$ cat src/rtl/filter_pkg.sv
// -----------------------------------------------------------------------------
// filter_pkg
// Shared constants and helpers for the convolution filter datapath.
//   PIX_W        : default pixel width in bits
//   PACK_DEFAULT : default number of pixels per packed output beat
//   keep_mask()  : contiguous lane mask covering lanes 0..lane inclusive
// -----------------------------------------------------------------------------
package filter_pkg;

  localparam int PIX_W        = 8;
  localparam int PACK_DEFAULT = 4;

  // Returns a 32-bit mask with bits [lane:0] set. Callers size-cast the
  // result down to their own lane count.
  function automatic logic [31:0] keep_mask(input int unsigned lane);
    logic [31:0] m;
    for (int i = 0; i < 32; i++) begin
      m[i] = (i <= lane);
    end
    return m;
  endfunction

endpackage

$ cat src/rtl/axis_pixel_packer_if.sv
// -----------------------------------------------------------------------------
// Stream interfaces used by axis_pixel_packer.
//   pix_stream_if  : pixel stream from the output pixel FIFO
//                    s_valid/s_ready handshake, s_data pixel,
//                    i_EOL end-of-line flag, i_tlast end-of-frame flag.
//                    master = FIFO side, slave = consumer side.
//   axis_stream_if : packed AXI4-Stream beat
//                    m_axis_tvalid/m_axis_tready handshake, m_axis_tdata,
//                    m_axis_tkeep lane mask, m_axis_tuser line end,
//                    m_axis_tlast frame end.
//                    master = beat producer, slave = downstream sink.
// -----------------------------------------------------------------------------
interface pix_stream_if #(
  parameter int DATA_WIDTH = filter_pkg::PIX_W
);
  logic                  s_valid;
  logic                  s_ready;
  logic [DATA_WIDTH-1:0] s_data;
  logic                  i_EOL;
  logic                  i_tlast;

  modport master (output s_valid, s_data, i_EOL, i_tlast, input s_ready);
  modport slave  (input s_valid, s_data, i_EOL, i_tlast, output s_ready);
endinterface

interface axis_stream_if #(
  parameter int DATA_WIDTH = filter_pkg::PIX_W,
  parameter int PACK       = filter_pkg::PACK_DEFAULT
);
  logic                       m_axis_tvalid;
  logic                       m_axis_tready;
  logic [DATA_WIDTH*PACK-1:0] m_axis_tdata;
  logic [PACK-1:0]            m_axis_tkeep;
  logic                       m_axis_tuser;
  logic                       m_axis_tlast;

  modport master (output m_axis_tvalid, m_axis_tdata, m_axis_tkeep,
                  m_axis_tuser, m_axis_tlast, input m_axis_tready);
  modport slave  (input m_axis_tvalid, m_axis_tdata, m_axis_tkeep,
                  m_axis_tuser, m_axis_tlast, output m_axis_tready);
endinterface

$ cat src/rtl/axis_out_reg.sv
// -----------------------------------------------------------------------------
// axis_out_reg
// Single-entry holding register for a valid/ready stream stage.
// ready_o = ~tvalid_o | tready_i, so a new beat may be loaded whenever the
// slot is empty or is being drained in this same cycle. The load has priority
// over the drain, which lets back-to-back beats flow at one per cycle.
// The caller must only assert load_i while ready_o is high.
//
// Ports:
//   clk, rst_n           clock, asynchronous active-low reset
//   load_i               capture tdata_i/tkeep_i/tuser_i/tlast_i this cycle
//   tdata_i..tlast_i     beat to capture
//   ready_o              slot can accept a load this cycle
//   tvalid_o..tlast_o    registered beat towards the sink
//   tready_i             sink accepts the current beat
// -----------------------------------------------------------------------------
module axis_out_reg #(
  parameter int TDATA_W = 32,
  parameter int TKEEP_W = 4
) (
  input  logic               clk,
  input  logic               rst_n,
  input  logic               load_i,
  input  logic [TDATA_W-1:0] tdata_i,
  input  logic [TKEEP_W-1:0] tkeep_i,
  input  logic               tuser_i,
  input  logic               tlast_i,
  output logic               ready_o,
  output logic               tvalid_o,
  output logic [TDATA_W-1:0] tdata_o,
  output logic [TKEEP_W-1:0] tkeep_o,
  output logic               tuser_o,
  output logic               tlast_o,
  input  logic               tready_i
);

  logic               valid_q;
  logic [TDATA_W-1:0] data_q;
  logic [TKEEP_W-1:0] keep_q;
  logic               user_q;
  logic               last_q;

  // Depends only on registered state and the sink, never on the upstream
  // valid or data, so no combinational valid->ready loop can form.
  assign ready_o = ~valid_q | tready_i;

  // NOTE: sequential state uses non-blocking assignments so every register
  // samples the pre-edge values, independent of statement order.
  always_ff @(posedge clk or negedge rst_n) begin
    if (!rst_n) begin
      valid_q <= 1'b0;
      data_q  <= '0;
      keep_q  <= '0;
      user_q  <= 1'b0;
      last_q  <= 1'b0;
    end else if (load_i) begin
      valid_q <= 1'b1;
      data_q  <= tdata_i;
      keep_q  <= tkeep_i;
      user_q  <= tuser_i;
      last_q  <= tlast_i;
    end else if (tready_i) begin
      // Drained with no replacement: the slot empties. Payload is left as is;
      // it is not observable while valid is low.
      valid_q <= 1'b0;
    end
  end

  assign tvalid_o = valid_q;
  assign tdata_o  = data_q;
  assign tkeep_o  = keep_q;
  assign tuser_o  = user_q;
  assign tlast_o  = last_q;

endmodule

$ cat src/rtl/axis_pixel_packer.sv
// -----------------------------------------------------------------------------
// axis_pixel_packer
// Packs PACK pixels of DATA_WIDTH bits into one wide AXI4-Stream beat.
// Lane 0 holds the earliest pixel in bits [DATA_WIDTH-1:0]. A beat closes when
// its last lane fills, or early on an end-of-line or end-of-frame pixel; a
// partial beat carries a contiguous tkeep from lane 0. tuser marks a beat that
// ends a line (EOL or frame end), tlast marks the frame end.
//
// Ports:
//   clk, rst_n     clock, asynchronous active-low reset
//   pix            pix_stream_if.slave  : pixels from the output pixel FIFO
//   axis           axis_stream_if.master: packed beats to downstream
//   o_beat_cnt     (AXIS_PIXEL_PACKER_CNT_EN only) beats accepted, mod 2^32
//   o_frame_cnt    (AXIS_PIXEL_PACKER_CNT_EN only) tlast beats accepted,
//                  mod 2^16
//
// Build option: define AXIS_PIXEL_PACKER_CNT_EN to add the beat/frame counters.
// -----------------------------------------------------------------------------
module axis_pixel_packer
  import filter_pkg::*;
#(
  parameter int DATA_WIDTH = PIX_W,
  parameter int PACK       = PACK_DEFAULT,
  parameter int PACK_LOG2  = 2
) (
  input  logic         clk,
  input  logic         rst_n,
  pix_stream_if.slave  pix,
  axis_stream_if.master axis
`ifdef AXIS_PIXEL_PACKER_CNT_EN
  ,
  output logic [31:0]  o_beat_cnt,
  output logic [15:0]  o_frame_cnt
`endif
);

  localparam int BEAT_W = DATA_WIDTH * PACK;

  // Accumulator for the beat under construction.
  logic [PACK_LOG2-1:0] lane_q, lane_d;
  logic [BEAT_W-1:0]    acc_data_q, acc_data_d;
  logic [PACK-1:0]      acc_keep_q, acc_keep_d;

  logic              out_ready;
  logic              in_hs;
  logic              close;
  logic [PACK-1:0]   lane_bit;
  logic [PACK-1:0]   beat_keep;
  logic [BEAT_W-1:0] beat_data;

  logic              out_tvalid;
  logic              out_tlast;

  assign pix.s_ready = out_ready;
  assign in_hs       = pix.s_valid & out_ready;

  // The last lane always closes, so the lane counter only wraps through close.
  assign close = (lane_q == PACK_LOG2'(PACK - 1)) | pix.i_EOL | pix.i_tlast;

  assign lane_bit  = PACK'(1) << lane_q;
  assign beat_keep = PACK'(keep_mask(32'(lane_q)));

  // Accumulator with the incoming pixel merged into the current lane; lanes
  // beyond the current one are forced to zero for a partial beat.
  // NOTE: every combinational output gets a default first, so no path can
  // leave it unassigned and infer a latch.
  always_comb begin
    beat_data = acc_data_q;
    beat_data[lane_q*DATA_WIDTH +: DATA_WIDTH] = pix.s_data;
    for (int i = 0; i < PACK; i++) begin
      if (!beat_keep[i]) begin
        beat_data[i*DATA_WIDTH +: DATA_WIDTH] = '0;
      end
    end
  end

  always_comb begin
    lane_d     = lane_q;
    acc_data_d = acc_data_q;
    acc_keep_d = acc_keep_q;
    if (in_hs) begin
      if (close) begin
        lane_d     = '0;
        acc_data_d = '0;
        acc_keep_d = '0;
      end else begin
        lane_d     = lane_q + 1'b1;
        acc_data_d = beat_data;
        acc_keep_d = acc_keep_q | lane_bit;
      end
    end
  end

  // Reset discards any partially packed beat immediately.
  always_ff @(posedge clk or negedge rst_n) begin
    if (!rst_n) begin
      lane_q     <= '0;
      acc_data_q <= '0;
      acc_keep_q <= '0;
    end else begin
      lane_q     <= lane_d;
      acc_data_q <= acc_data_d;
      acc_keep_q <= acc_keep_d;
    end
  end

  axis_out_reg #(
    .TDATA_W (BEAT_W),
    .TKEEP_W (PACK)
  ) u_out_reg (
    .clk      (clk),
    .rst_n    (rst_n),
    .load_i   (in_hs & close),
    .tdata_i  (beat_data),
    .tkeep_i  (beat_keep),
    .tuser_i  (pix.i_EOL | pix.i_tlast),
    .tlast_i  (pix.i_tlast),
    .ready_o  (out_ready),
    .tvalid_o (out_tvalid),
    .tdata_o  (axis.m_axis_tdata),
    .tkeep_o  (axis.m_axis_tkeep),
    .tuser_o  (axis.m_axis_tuser),
    .tlast_o  (out_tlast),
    .tready_i (axis.m_axis_tready)
  );

  assign axis.m_axis_tvalid = out_tvalid;
  assign axis.m_axis_tlast  = out_tlast;

`ifdef AXIS_PIXEL_PACKER_CNT_EN
  logic        out_hs;
  logic [31:0] beat_cnt_q;
  logic [15:0] frame_cnt_q;

  assign out_hs = out_tvalid & axis.m_axis_tready;

  // Free-running statistics; both wrap naturally at their width.
  always_ff @(posedge clk or negedge rst_n) begin
    if (!rst_n) begin
      beat_cnt_q  <= '0;
      frame_cnt_q <= '0;
    end else if (out_hs) begin
      beat_cnt_q <= beat_cnt_q + 32'd1;
      if (out_tlast) begin
        frame_cnt_q <= frame_cnt_q + 16'd1;
      end
    end
  end

  assign o_beat_cnt  = beat_cnt_q;
  assign o_frame_cnt = frame_cnt_q;
`endif

endmodule
$ cat src/flat_wrapper.sv
// flat-port wrapper written by rule: the top's interface ports become plain ports
module axis_pixel_packer_flat import filter_pkg::*;
#(
  parameter int DATA_WIDTH = PIX_W,
  parameter int PACK       = PACK_DEFAULT,
  parameter int PACK_LOG2  = 2
)
  (clk, rst_n, pix_s_valid, pix_s_data, pix_i_EOL, pix_i_tlast, pix_s_ready, axis_m_axis_tvalid, axis_m_axis_tdata, axis_m_axis_tkeep, axis_m_axis_tuser, axis_m_axis_tlast, axis_m_axis_tready);
  pix_stream_if #(.DATA_WIDTH(DATA_WIDTH)) pix_i ();
  axis_stream_if #(.DATA_WIDTH(DATA_WIDTH), .PACK(PACK)) axis_i ();
  input  logic clk;
  input  logic rst_n;
  input wire logic [$bits(pix_i.s_valid)-1:0] pix_s_valid;
  input wire logic [$bits(pix_i.s_data)-1:0] pix_s_data;
  input wire logic [$bits(pix_i.i_EOL)-1:0] pix_i_EOL;
  input wire logic [$bits(pix_i.i_tlast)-1:0] pix_i_tlast;
  output wire logic [$bits(pix_i.s_ready)-1:0] pix_s_ready;
  output wire logic [$bits(axis_i.m_axis_tvalid)-1:0] axis_m_axis_tvalid;
  output wire logic [$bits(axis_i.m_axis_tdata)-1:0] axis_m_axis_tdata;
  output wire logic [$bits(axis_i.m_axis_tkeep)-1:0] axis_m_axis_tkeep;
  output wire logic [$bits(axis_i.m_axis_tuser)-1:0] axis_m_axis_tuser;
  output wire logic [$bits(axis_i.m_axis_tlast)-1:0] axis_m_axis_tlast;
  input wire logic [$bits(axis_i.m_axis_tready)-1:0] axis_m_axis_tready;
  assign pix_i.s_valid = pix_s_valid;
  assign pix_i.s_data = pix_s_data;
  assign pix_i.i_EOL = pix_i_EOL;
  assign pix_i.i_tlast = pix_i_tlast;
  assign pix_s_ready = pix_i.s_ready;
  assign axis_m_axis_tvalid = axis_i.m_axis_tvalid;
  assign axis_m_axis_tdata = axis_i.m_axis_tdata;
  assign axis_m_axis_tkeep = axis_i.m_axis_tkeep;
  assign axis_m_axis_tuser = axis_i.m_axis_tuser;
  assign axis_m_axis_tlast = axis_i.m_axis_tlast;
  assign axis_i.m_axis_tready = axis_m_axis_tready;
  axis_pixel_packer #(.DATA_WIDTH(DATA_WIDTH), .PACK(PACK), .PACK_LOG2(PACK_LOG2)) u_core (.clk(clk), .rst_n(rst_n), .pix(pix_i), .axis(axis_i));
endmodule
$ cat config.mk
export PLATFORM = sky130hd
export DESIGN_NAME = axis_pixel_packer_flat
export DESIGN_NICKNAME = d
export VERILOG_FILES = /design/src/rtl/filter_pkg.sv /design/src/rtl/axis_pixel_packer_if.sv /design/src/rtl/axis_out_reg.sv /design/src/rtl/axis_pixel_packer.sv /design/src/flat_wrapper.sv
export SDC_FILE = /design/constraint.sdc
export NUM_CORES = 1
export LEC_CHECK = 0
export BUFFER_PORTS_ARGS = -buffer_cell sky130_fd_sc_hd__clkbuf_2
export CELL_PAD_IN_SITES_DETAIL_PLACEMENT = 0
export CELL_PAD_IN_SITES_GLOBAL_PLACEMENT = 1
export CORE_MARGIN = 2
export CORE_UTILIZATION = 45
export CTS_CLUSTER_SIZE = 24
export DETAILED_ROUTE_END_ITERATION = 7
export GPL_TIMING_DRIVEN = 0
export PLACE_DENSITY = 0.87
export SYNTH_ARGS = -nofsm -noshare
export SYNTH_HDL_FRONTEND = slang
export SYNTH_HIERARCHICAL = 1
export SYNTH_SLANG_ARGS = --single-unit
export TNS_END_PERCENT = 50
$ cat constraint.sdc
create_clock -name clk -period 2.6 [get_ports clk]
set_input_delay 0.26 -clock clk [delete_from_list [all_inputs] [get_ports clk]]
set_output_delay 0.26 -clock clk [all_outputs]
set_load 0.05 [all_outputs]
==> qor.csv, run 1 <==
stage,metric,value,unit
clock_network,cts_buffer_depth,2,
clock_network,cts_made_buffers,9,
synth,async_reset_ff_frac,1.000,
clock_network,cts_tree,built,
synth,synth_fa_ha_area_frac,0.02617,
synth,yosys_warnings,6,
detailed_routing,drtIter0Drc,98,
synth,synth_edf_count,0,
worst_setup_path,r2r_start,u_core/lane_q[0],
finish,fin_nets,340,
floorplan,die_w,90.24,um
detailed_routing,ant_nets,0,
timing,holdWs,198.1,ps
synth,syn_nets,274,
synth,syn_area_per_cell,13.23,um^2
floorplan,rows,31,
clock_network,clock_latency,340,ps
floorplan,die_area,0.008143,mm^2
worst_setup_path,r2r_cells,6,
timing,grt_setup_unrepaired,false,
finish,num_antenna_cells,0,
detailed_routing,drt-pass1-iter-count,4,
pwr,power.density,784.4,mW/mm^2
finish,multiInputGateArea,0.001423,mm^2
placement,placed_cell_area,0.003759,mm^2
detailed_routing,routed_wirelength,7433,um
clock_network,cts_sinks,73,
floorplan,pin_count,54,
timing,maxSlewHeadroom,0.4485,
status,status,"complete, no violations",
worst_setup_path,r2r_slack,110,ps
job,cap_violations,0,
worst_setup_path,cp_max_fo,10,
floorplan,initial_core_util,0.4639,
synth,netlist_area,0.003347,mm^2
global_routing,groute.usage.overall,0.1906,
synth,synth_top_family_by_area,compound AO/OA/AOI/OAI gates,
placement,hpwlAfterDp,4888,um
synth,synth-seq-area-share,0.5458,
clock_network,cts-root-buf,clkbuf_8,
floorplan,core_area,0.007214,mm^2
timing,max_clock_freq,401.8,MHz
worst_setup_path,end_kind,flop,
global_routing,use_met3,0.03521,
min_path,min_path_cells,2,
synth,ys.flop_type,dfrtp_1,
global_routing,gr-max-usage-layer,met2,
finish,final_common_cell,dfrtp_1,
placement,gp_congestion,0.8068,
finish,design_area,0.004081,mm^2
timing,finalCritPeriodShare,0.9572,
worst_setup_path,r2r_end,u_core/u_out_reg/tdata_o[27],
min_path,whs_endpoint,u_core/u_out_reg/tlast_o,
global_routing,antenna_found_initial,0,
global_routing,first_global_vias,2311,
clock_network,cts.htree.levels,3,
timing,hold_violations,0,
worst_setup_path,cp.required,2830,ps
clock_network,postCtsSetupRepairBufs,0,
global_routing,globalRouteMet1Util,0.2737,
min_path,hold_path.startpoint,pix_i_tlast,
detailed_routing,via_per_inst,5.541,
synth,synth-seq-cells,73,
finish,area_growth,21.94,%
min_path,min_path_type,in -> reg,
clock_network,clkTransAtPathRegs,80,ps
worst_setup_path,arrival,2720,ps
global_routing,grt_pass1_wl,12190,um
worst_setup_path,startpoint_type,flop,
timing,fin_crit,2489,ps
timing,tns,0,ps
finish,drive_above_1_share,0.3827,
timing,report.final.slew_viol_count,0,
finish,nFillCells,635,
pwr,power.total,0.003201,W
floorplan,die_y,90.24,um
timing,setup_violations,0,
timing,tightestPinTransition,820.9,ps
finish,mostFrequentLayoutCells,"dfrtp_1 (73), clkbuf_2 (52), a22o_1 (36), mux2_2 (29), and2_1 (10)",
placement,io_buffers,53,
finish,regArea,0.001827,mm^2
timing,skew,6.582,ps
global_routing,grt_overflow,0,
worst_setup_path,critPathKind,reg -> reg,
detailed_routing,vias,2344,
pwr,irDropWorstVdd,0.4718,mV
global_routing,gr-usage-met2,0.2895,
synth,synth_xor_area_frac,0,
global_routing,grt_max_degree,40,
synth,synth_cells,253,
pwr,cellLeakagePower,2.041,nW
synth,synthDistinctLibCells,39,
synth,synth_compound_area_frac,0.1566,
detailed_routing,wl_per_cell,17.57,um
synth,synth-simple-area-share,0.1032,
synth,synthMuxAreaShare,0.1379,
detailed_routing,drc,0,
## cell families after synthesis
| family | count (synthesis) |
|---|---|
| and+or+nand+nor | 55 |
| AOI/OAI and AO/OA | 62 |
| other | 1 |
| DFF | 73 |
| buffers and inverters | 17 |
| adders and majority gates | 7 |
| muxes | 38 |
## layout make-up
cell class	instances	share of cell area
Tap cell	99	0.03035
Clock inverter	7	0.04629
Clock buffer	9	0.03035
Inverter	3	0.002759
Buffer	14	0.02115
Sequential cell	73	0.4476
Multi-Input combinational cell	163	0.3486
Timing Repair Buffer	55	0.07296
## state kept, by name, indices dropped and copies added, names as in the netlist
signal	flops
u_core/acc_data_q	32
u_core/u_out_reg/tdata_o	32
u_core/u_out_reg/tkeep_o	4
u_core/lane_q	2
u_core/u_out_reg/tlast_o	1
u_core/u_out_reg/tuser_o	1
u_core/u_out_reg/tvalid_o	1
## power breakdown
part | switching (W) | internal [W] | leakage [nW]
sequential | 0.0000409 | 0.00120 | 1.00
clock | 0.000430 | 0.000932 | 0.154
combinational | 0.000419 | 0.000177 | 0.887
## Yosys cell counts (4+ instances only)
library cell,instances,share of area
a21boi_0,4,0.0090
a22o_1,36,0.094
ha_1,7,0.026
a21oi_1,8,0.012
mux2_4,9,0.040
mux2_2,29,0.098
dfrtp_1,73,0.55
nor2_1,9,0.010
and2_1,10,0.019
nand3b_1,4,0.0090
clkbuf_1,4,0.0045
nand2b_1,6,0.011
a32o_1,8,0.024
nor2b_1,9,0.017
buf_4,4,0.0090
## critical path: stages (launching register included)
cell and delay, ps:
dfrtp_1 480, ha_1 340, nor3_1 710, nor2_1 170, buf_6 210, buf_6 160, mux2_4 300
## how the worst max path moves through the flow
stage	start	to	slack (ps)	depth (start not counted)
after floorplan	u_core/u_out_reg/tvalid_o	u_core/u_out_reg/tdata_o[19]	260	7
after global placement	u_core/lane_q[0]	u_core/u_out_reg/tdata_o[25]	210	6
after detailed placement	u_core/lane_q[0]	u_core/u_out_reg/tdata_o[27]	170	6
after CTS	u_core/lane_q[0]	u_core/u_out_reg/tdata_o[24]	140	6
after global routing	u_core/lane_q[0]	u_core/u_out_reg/tdata_o[27]	4	6
final	u_core/lane_q[0]	u_core/u_out_reg/tdata_o[27]	110	6
## per-layer routing
layer / wire length [um] / up-vias
met5: 0 / -
met4: 77 / 0
met3: 338 / 6
met2: 3456 / 66
met1: 3560 / 1203
li1: - / 1069
## metrics by stage
stage                     std cells    util  setup slack [ps]
after CTS                       423  0.5657             141.2
final                           423  0.5657             111.3
after floorplan                 253       -             263.1
after detailed placement        406  0.5210             167.1
after global routing            423  0.5657             4.008
after global placement          405  0.5179             206.5
## timing repair
action	4_1_cts	5_1_grt
hold buffers	1	0
resized for setup	0	0
endpoints found under the hold margin	34	0
(Power assumes the default switching activity.)
==> run 2: changes to the inputs <==
Settings changed: BUFFER_PORTS_ARGS -buffer_cell sky130_fd_sc_hd__clkbuf_2 to -buffer_cell sky130_fd_sc_hd__buf_2, GPL_TIMING_DRIVEN 0 to default.
==> run 2 against run 1 <==
  * Sequential share of layout area is 0.97 points higher
  * Flip-flop and latch count stayed put
  * Non-clock buffer count is 9 lower
  * Via count is 5.0% lower
  * Clock power is 17% lower
  * Clock skew is 1.9 ps higher
==> qor.csv, run 2 (synthesized netlist as in run 1, its figures left out) <==
stage,metric,value,unit
finish,drive_above_1_share,0.3810,
pwr,power.total,0.002966,W
timing,maxSlewHeadroom,0.6244,
job,cap_violations,0,
global_routing,antenna_found_initial,0,
worst_setup_path,arrival,2590,ps
detailed_routing,vias,2226,
detailed_routing,via_per_inst,5.377,
worst_setup_path,critPathKind,reg -> reg,
global_routing,first_global_vias,2217,
detailed_routing,drt-pass1-iter-count,4,
clock_network,cts-root-buf,clkbuf_8,
clock_network,cts_made_buffers,9,
timing,skew,8.449,ps
clock_network,cts_tree,built,
status,status,"complete, no violations",
finish,num_antenna_cells,0,
detailed_routing,wl_per_cell,16.58,um
timing,grt_setup_unrepaired,false,
worst_setup_path,r2r_slack,300,ps
finish,nFillCells,641,
finish,fin_nets,331,
floorplan,core_area,0.007214,mm^2
global_routing,grt_max_degree,74,
timing,report.final.slew_viol_count,0,
pwr,irDropWorstVdd,0.5441,mV
placement,io_buffers,53,
timing,fin_crit,2295,ps
clock_network,cts.htree.levels,3,
floorplan,pin_count,54,
finish,mostFrequentLayoutCells,"dfrtp_1 (73), buf_2 (53), a22o_1 (36), mux2_2 (29), and2_1 (10)",
clock_network,clock_latency,350,ps
timing,tightestPinTransition,563.5,ps
detailed_routing,routed_wirelength,6865,um
min_path,min_path_type,in -> reg,
detailed_routing,drc,0,
floorplan,die_y,90.24,um
detailed_routing,ant_nets,0,
floorplan,initial_core_util,0.4639,
placement,hpwlAfterDp,4582,um
global_routing,grt_pass1_wl,11390,um
placement,gp_congestion,0.7650,
timing,setup_violations,0,
floorplan,rows,31,
global_routing,grt_overflow,0,
pwr,power.density,742.5,mW/mm^2
worst_setup_path,end_kind,flop,
worst_setup_path,startpoint_type,flop,
finish,final_common_cell,dfrtp_1,
clock_network,cts_buffer_depth,2,
timing,finalCritPeriodShare,0.8828,
global_routing,groute.usage.overall,0.1787,
floorplan,die_area,0.008143,mm^2
floorplan,die_w,90.24,um
finish,area_growth,19.36,%
timing,tns,0,ps
clock_network,postCtsSetupRepairBufs,0,
placement,place_ws,357.2,ps
timing,worst_slack,304.6,ps
clock_network,cts_sinks,73,
worst_setup_path,cp.required,2900,ps
pwr,cellLeakagePower,2.016,nW
detailed_routing,drtIter0Drc,109,
timing,max_clock_freq,435.7,MHz
worst_setup_path,cp_max_fo,16,
clock_network,clkTransAtPathRegs,80,ps
timing,hold_violations,0,
## run 2: cell count changes in the layout (fill, tap and decap cells not counted), sizes merged
cell	before	now
clkinv	0	2
buf	11	59
bufinv	6	4
inv	4	3
clkbuf	66	10
## run 2: what timing repair did
action | 4_1_cts | 5_1_grt
hold buffers | 1 | 0
gates resized for setup | 0 | 0
endpoints found under the hold margin | 73 | 0
## run 2: metrics by stage
step	utilization	instances	area (um^2)	hold slack (ps)
5_1_grt	0.5538	414	3995	200.2
3_5_place_dp	0.5166	397	3727	321.7
3_3_place_gp	0.5166	397	3727	317.2
6_report	0.5538	414	3995	187.4
4_1_cts	0.5538	414	3995	170.6
2_1_floorplan	-	253	3347	-35.59
## run 2: path summary, 6_finish.rpt
path,startpoint,end,depth (start not counted)
worst max-delay path,u_core/lane_q[0],u_core/u_out_reg/tdata_o[23],6
worst min-delay path,pix_i_tlast,u_core/u_out_reg/tlast_o,2
worst max register to register,u_core/lane_q[0],u_core/u_out_reg/tdata_o[23],6
worst min register to register,u_core/acc_data_q[29],u_core/acc_data_q[29],1
max in group asynchronous,rst_n,u_core/u_out_reg/tkeep_o[2],3
min in group asynchronous,rst_n,u_core/u_out_reg/tdata_o[19],3
## run 2: area by class of cell
| class | count | area, um^2 | area share |
|---|---|---|---|
| Clock buffer | 10 | 127.6 | 0.03194 |
| Clock inverter | 6 | 130.1 | 0.03257 |
| Inverter | 3 | 11.26 | 0.002819 |
| Multi-Input combinational cell | 163 | 1430 | 0.3580 |
| Sequential cell | 73 | 1827 | 0.4572 |
| Tap cell | 99 | 123.9 | 0.03101 |
| Timing Repair Buffer | 60 | 345.3 | 0.08644 |
## run 2: where the power goes
group          switching (W)  leakage, nW  internal (W)
logic               0.000412        0.886      0.000181
clock network       0.000402        0.130      0.000731
registers          0.0000376         1.00       0.00120
total               0.000852         2.02       0.00211
## run 2: critical path: stages (launching register included)
cell,delay (ps)
dfrtp_1,480
inv_1,160
ha_1,390
nor4b_1,280
and3_1,570
a22o_1,240
mux2_4,130
## run 2: metal layers
layer	global-route usage	vias up	share of wire
met5	0	-	0
met4	0.06538	0	0.014
met3	0.05616	10	0.048
met2	0.2669	59	0.46
met1	0.2456	1100	0.48
li1	-	1057	-
==> run 3: changes to the inputs <==
Settings changed: ABC_AREA from default to 1, CORE_UTILIZATION 45 to 42, PLACE_DENSITY 0.87 to 0.89.
==> run 3 against run 2 <==
  * Clock-buffer cell count increased by 1
  * Critical path type unchanged
  * Flip-flop and latch count unchanged
  * Highest routed layer unchanged
  * Cell area rose by 5.0%
  * Sequential share of layout area decreased by 2.2 points
  * Utilization fell by 4.8 points
  * Synthesized area increased by 8.2%
  * Critical path depth grew 2
  * Critical endpoint is now u_core/u_out_reg/tdata_o[20]
  * Register-to-register slack improved by 250 ps
  * Largest power group unchanged
  * Clock power fell by 4%
==> qor.csv, run 3 <==
stage,metric,value,unit
detailed_routing,drc,0,
synth,synth-seq-cells,73,
global_routing,groute.usage.overall,0.1872,
detailed_routing,vias,3037,
timing,report.final.slew_viol_count,0,
min_path,min_path_type,in -> reg,
synth,synth_top_cell_by_area,dfrtp_1,
worst_setup_path,arrival,2340,ps
clock_network,cts_made_buffers,9,
timing,tightestPinTransition,677.2,ps
worst_setup_path,r2r_slack,560,ps
floorplan,initial_core_util,0.4365,
timing,hold_violations,0,
finish,num_antenna_cells,0,
clock_network,cts_resized,0,
worst_setup_path,end_kind,flop,
synth,synth_cells,460,
synth,synthTopCellsByArea,"dfrtp_1 (50%), nand2_1 (22%), nand3_1 (4.4%)",
clock_network,cts_tree,built,
floorplan,die_w,96.87,um
pwr,power.total,0.002962,W
floorplan,die_area,0.009383,mm^2
finish,fin_nets,533,
finish,area_growth,15.82,%
synth,synth_common_cells,"nand2_1 (215), dfrtp_1 (73), nand3_1 (32)",
placement,place_ws,603.8,ps
min_path,whs_endpoint,u_core/u_out_reg/tlast_o,
floorplan,die_y,96.87,um
synth,synth_top_area_share,0.5043,
finish,fin_cells,622,
global_routing,first_global_vias,3019,
global_routing,grt_overflow,0,
finish,drive_above_1_share,0.1838,
global_routing,grt_max_degree,47,
min_path,hold_path.startpoint,pix_i_tlast,
pwr,cellLeakagePower,2.337,nW
synth,syn_area_per_cell,7.874,um^2
finish,final_common_cell,nand2_1,
timing,skew,6.136,ps
clock_network,clock_latency,350,ps
clock_network,postCtsSetupRepairBufs,0,
clock_network,cts-root-buf,clkbuf_8,
floorplan,core_area,0.008299,mm^2
clock_network,cts_buffer_depth,2,
finish,mostFrequentLayoutCells,"nand2_1 (215), dfrtp_1 (73), buf_2 (53), nand3_1 (32), inv_1 (30)",
placement,io_buffers,53,
min_path,min_path_cells,3,
synth,ys.flop_type,dfrtp_1,
timing,finalCritPeriodShare,0.7853,
detailed_routing,ant_nets,0,
worst_setup_path,r2r_end,u_core/u_out_reg/tdata_o[20],
detailed_routing,drtIter0Drc,173,
timing,grt_setup_unrepaired,false,
job,cap_violations,0,
synth,synthDistinctLibCells,23,
worst_setup_path,r2r_start,u_core/lane_q[1],
worst_setup_path,startpoint_type,flop,
floorplan,rows,33,
pwr,irDropWorstVdd,0.3426,mV
timing,worst_slack,558.3,ps
detailed_routing,routed_wirelength,8169,um
floorplan,pin_count,54,
synth,synth-seq-area-share,0.5043,
global_routing,grt_pass1_wl,14340,um
timing,fin_crit,2042,ps
synth,netlist_area,0.003622,mm^2
synth,yosysMostFrequentCell,nand2_1,
detailed_routing,via_per_inst,4.883,
synth,async_reset_ff_frac,1.000,
synth,yosys_warnings,6,
clock_network,clkTransAtPathRegs,80,ps
worst_setup_path,cp_max_fo,9,
timing,maxSlewHeadroom,0.5485,
clock_network,cts.htree.levels,3,
timing,setup_violations,0,
global_routing,antenna_found_initial,0,
placement,hpwlAfterDp,5597,um
synth,synth_edf_count,0,
placement,gp_congestion,0.8134,
pwr,power.density,706.1,mW/mm^2
status,status,"complete, no violations",
worst_setup_path,r2r_cells,8,
placement,placed_cells,605,
synth,syn_nets,481,
timing,max_clock_freq,489.8,MHz
detailed_routing,wl_per_cell,13.13,um
worst_setup_path,critPathKind,reg -> reg,
worst_setup_path,cp.required,2890,ps
timing,tns,0,ps
clock_network,cts_sinks,73,
finish,final_util,0.5055,
detailed_routing,drt-pass1-iter-count,4,
run 3: changes by cell type after synthesis, sizes merged, moves of 32 or more:
cell,delta
nand2,+215
mux2,-38
a22o,-36
inv,+33
nand3,+32
run 3: per-stage QoR:
stage          instance area (um^2)  hold slack, ps
6_report                       4195           134.6
3_5_place_dp                   3941           341.2
5_1_grt                        4195           161.4
4_1_cts                        4195           122.0
3_3_place_gp                   3941           338.6
2_1_floorplan                  3622          -35.59
run 3: area by class of cell:
class | instances | area [um^2]
Multi-Input combinational cell | 331 | 1505
Clock buffer | 11 | 141.4
Tap cell | 105 | 131.4
Inverter | 36 | 135.1
Sequential cell | 73 | 1827
Fill cell | 849 | 4104
Timing Repair Buffer | 61 | 352.8
Clock inverter | 5 | 102.6
run 3: worst max path at each step:
stage | startpoint | endpoint | slack (ps) | depth (start not counted)
3_3_place_gp | u_core/lane_q[1] | u_core/u_out_reg/tdata_o[20] | 710 | 8
3_5_place_dp | u_core/lane_q[1] | u_core/u_out_reg/tdata_o[20] | 600 | 8
4_1_cts | u_core/lane_q[1] | u_core/u_out_reg/tdata_o[20] | 600 | 8
2_1_floorplan | u_core/u_out_reg/tvalid_o | u_core/u_out_reg/tdata_o[16] | 330 | 8
6_report | u_core/lane_q[1] | u_core/u_out_reg/tdata_o[20] | 560 | 8
5_1_grt | u_core/lane_q[1] | u_core/u_out_reg/tdata_o[20] | 330 | 8
run 3: worst max-delay path, cell delays in order (launching register included):
cell     delay [ps]
dfrtp_1         480
inv_1           140
ha_1            540
inv_1           140
nor2_4          190
nand3_1         130
a21oi_1         210
nand2_1          80
nand2_1          90
run 3: layer usage:
| layer | track usage | wire, um | vias to the layer above |
|---|---|---|---|
| met5 | 0 | 0 | - |
| met1 | 0.2610 | 4034 | 1409 |
| met4 | 0.08884 | 201 | 0 |
| met2 | 0.2804 | 3585 | 69 |
| li1 | - | - | 1544 |
| met3 | 0.03757 | 347 | 15 |
run 3: cells by family (layout without fill, tap and decap cells):
group,Yosys count,after routing,share of synthesized area
other cells,1,1,0.001035
fa+ha+maj,7,7,0.02418
simple gates,293,293,0.3440
compound gates,30,30,0.04560
flops,73,73,0.5043
buf+inv,56,113,0.08083
run 3: where the power goes:
part,total [W],internal [W],switching [W]
logic,0.000636,0.000141,0.000495
registers,0.00124,0.00120,0.0000352
clock network,0.00109,0.000662,0.000429
total,0.00296,0.00200,0.000959
run 3: what timing repair did:
action / CTS / global route
endpoints found under the setup margin: 0 / 0
hold endpoints to repair: 27 / 0
hold buffers: 1 / 0
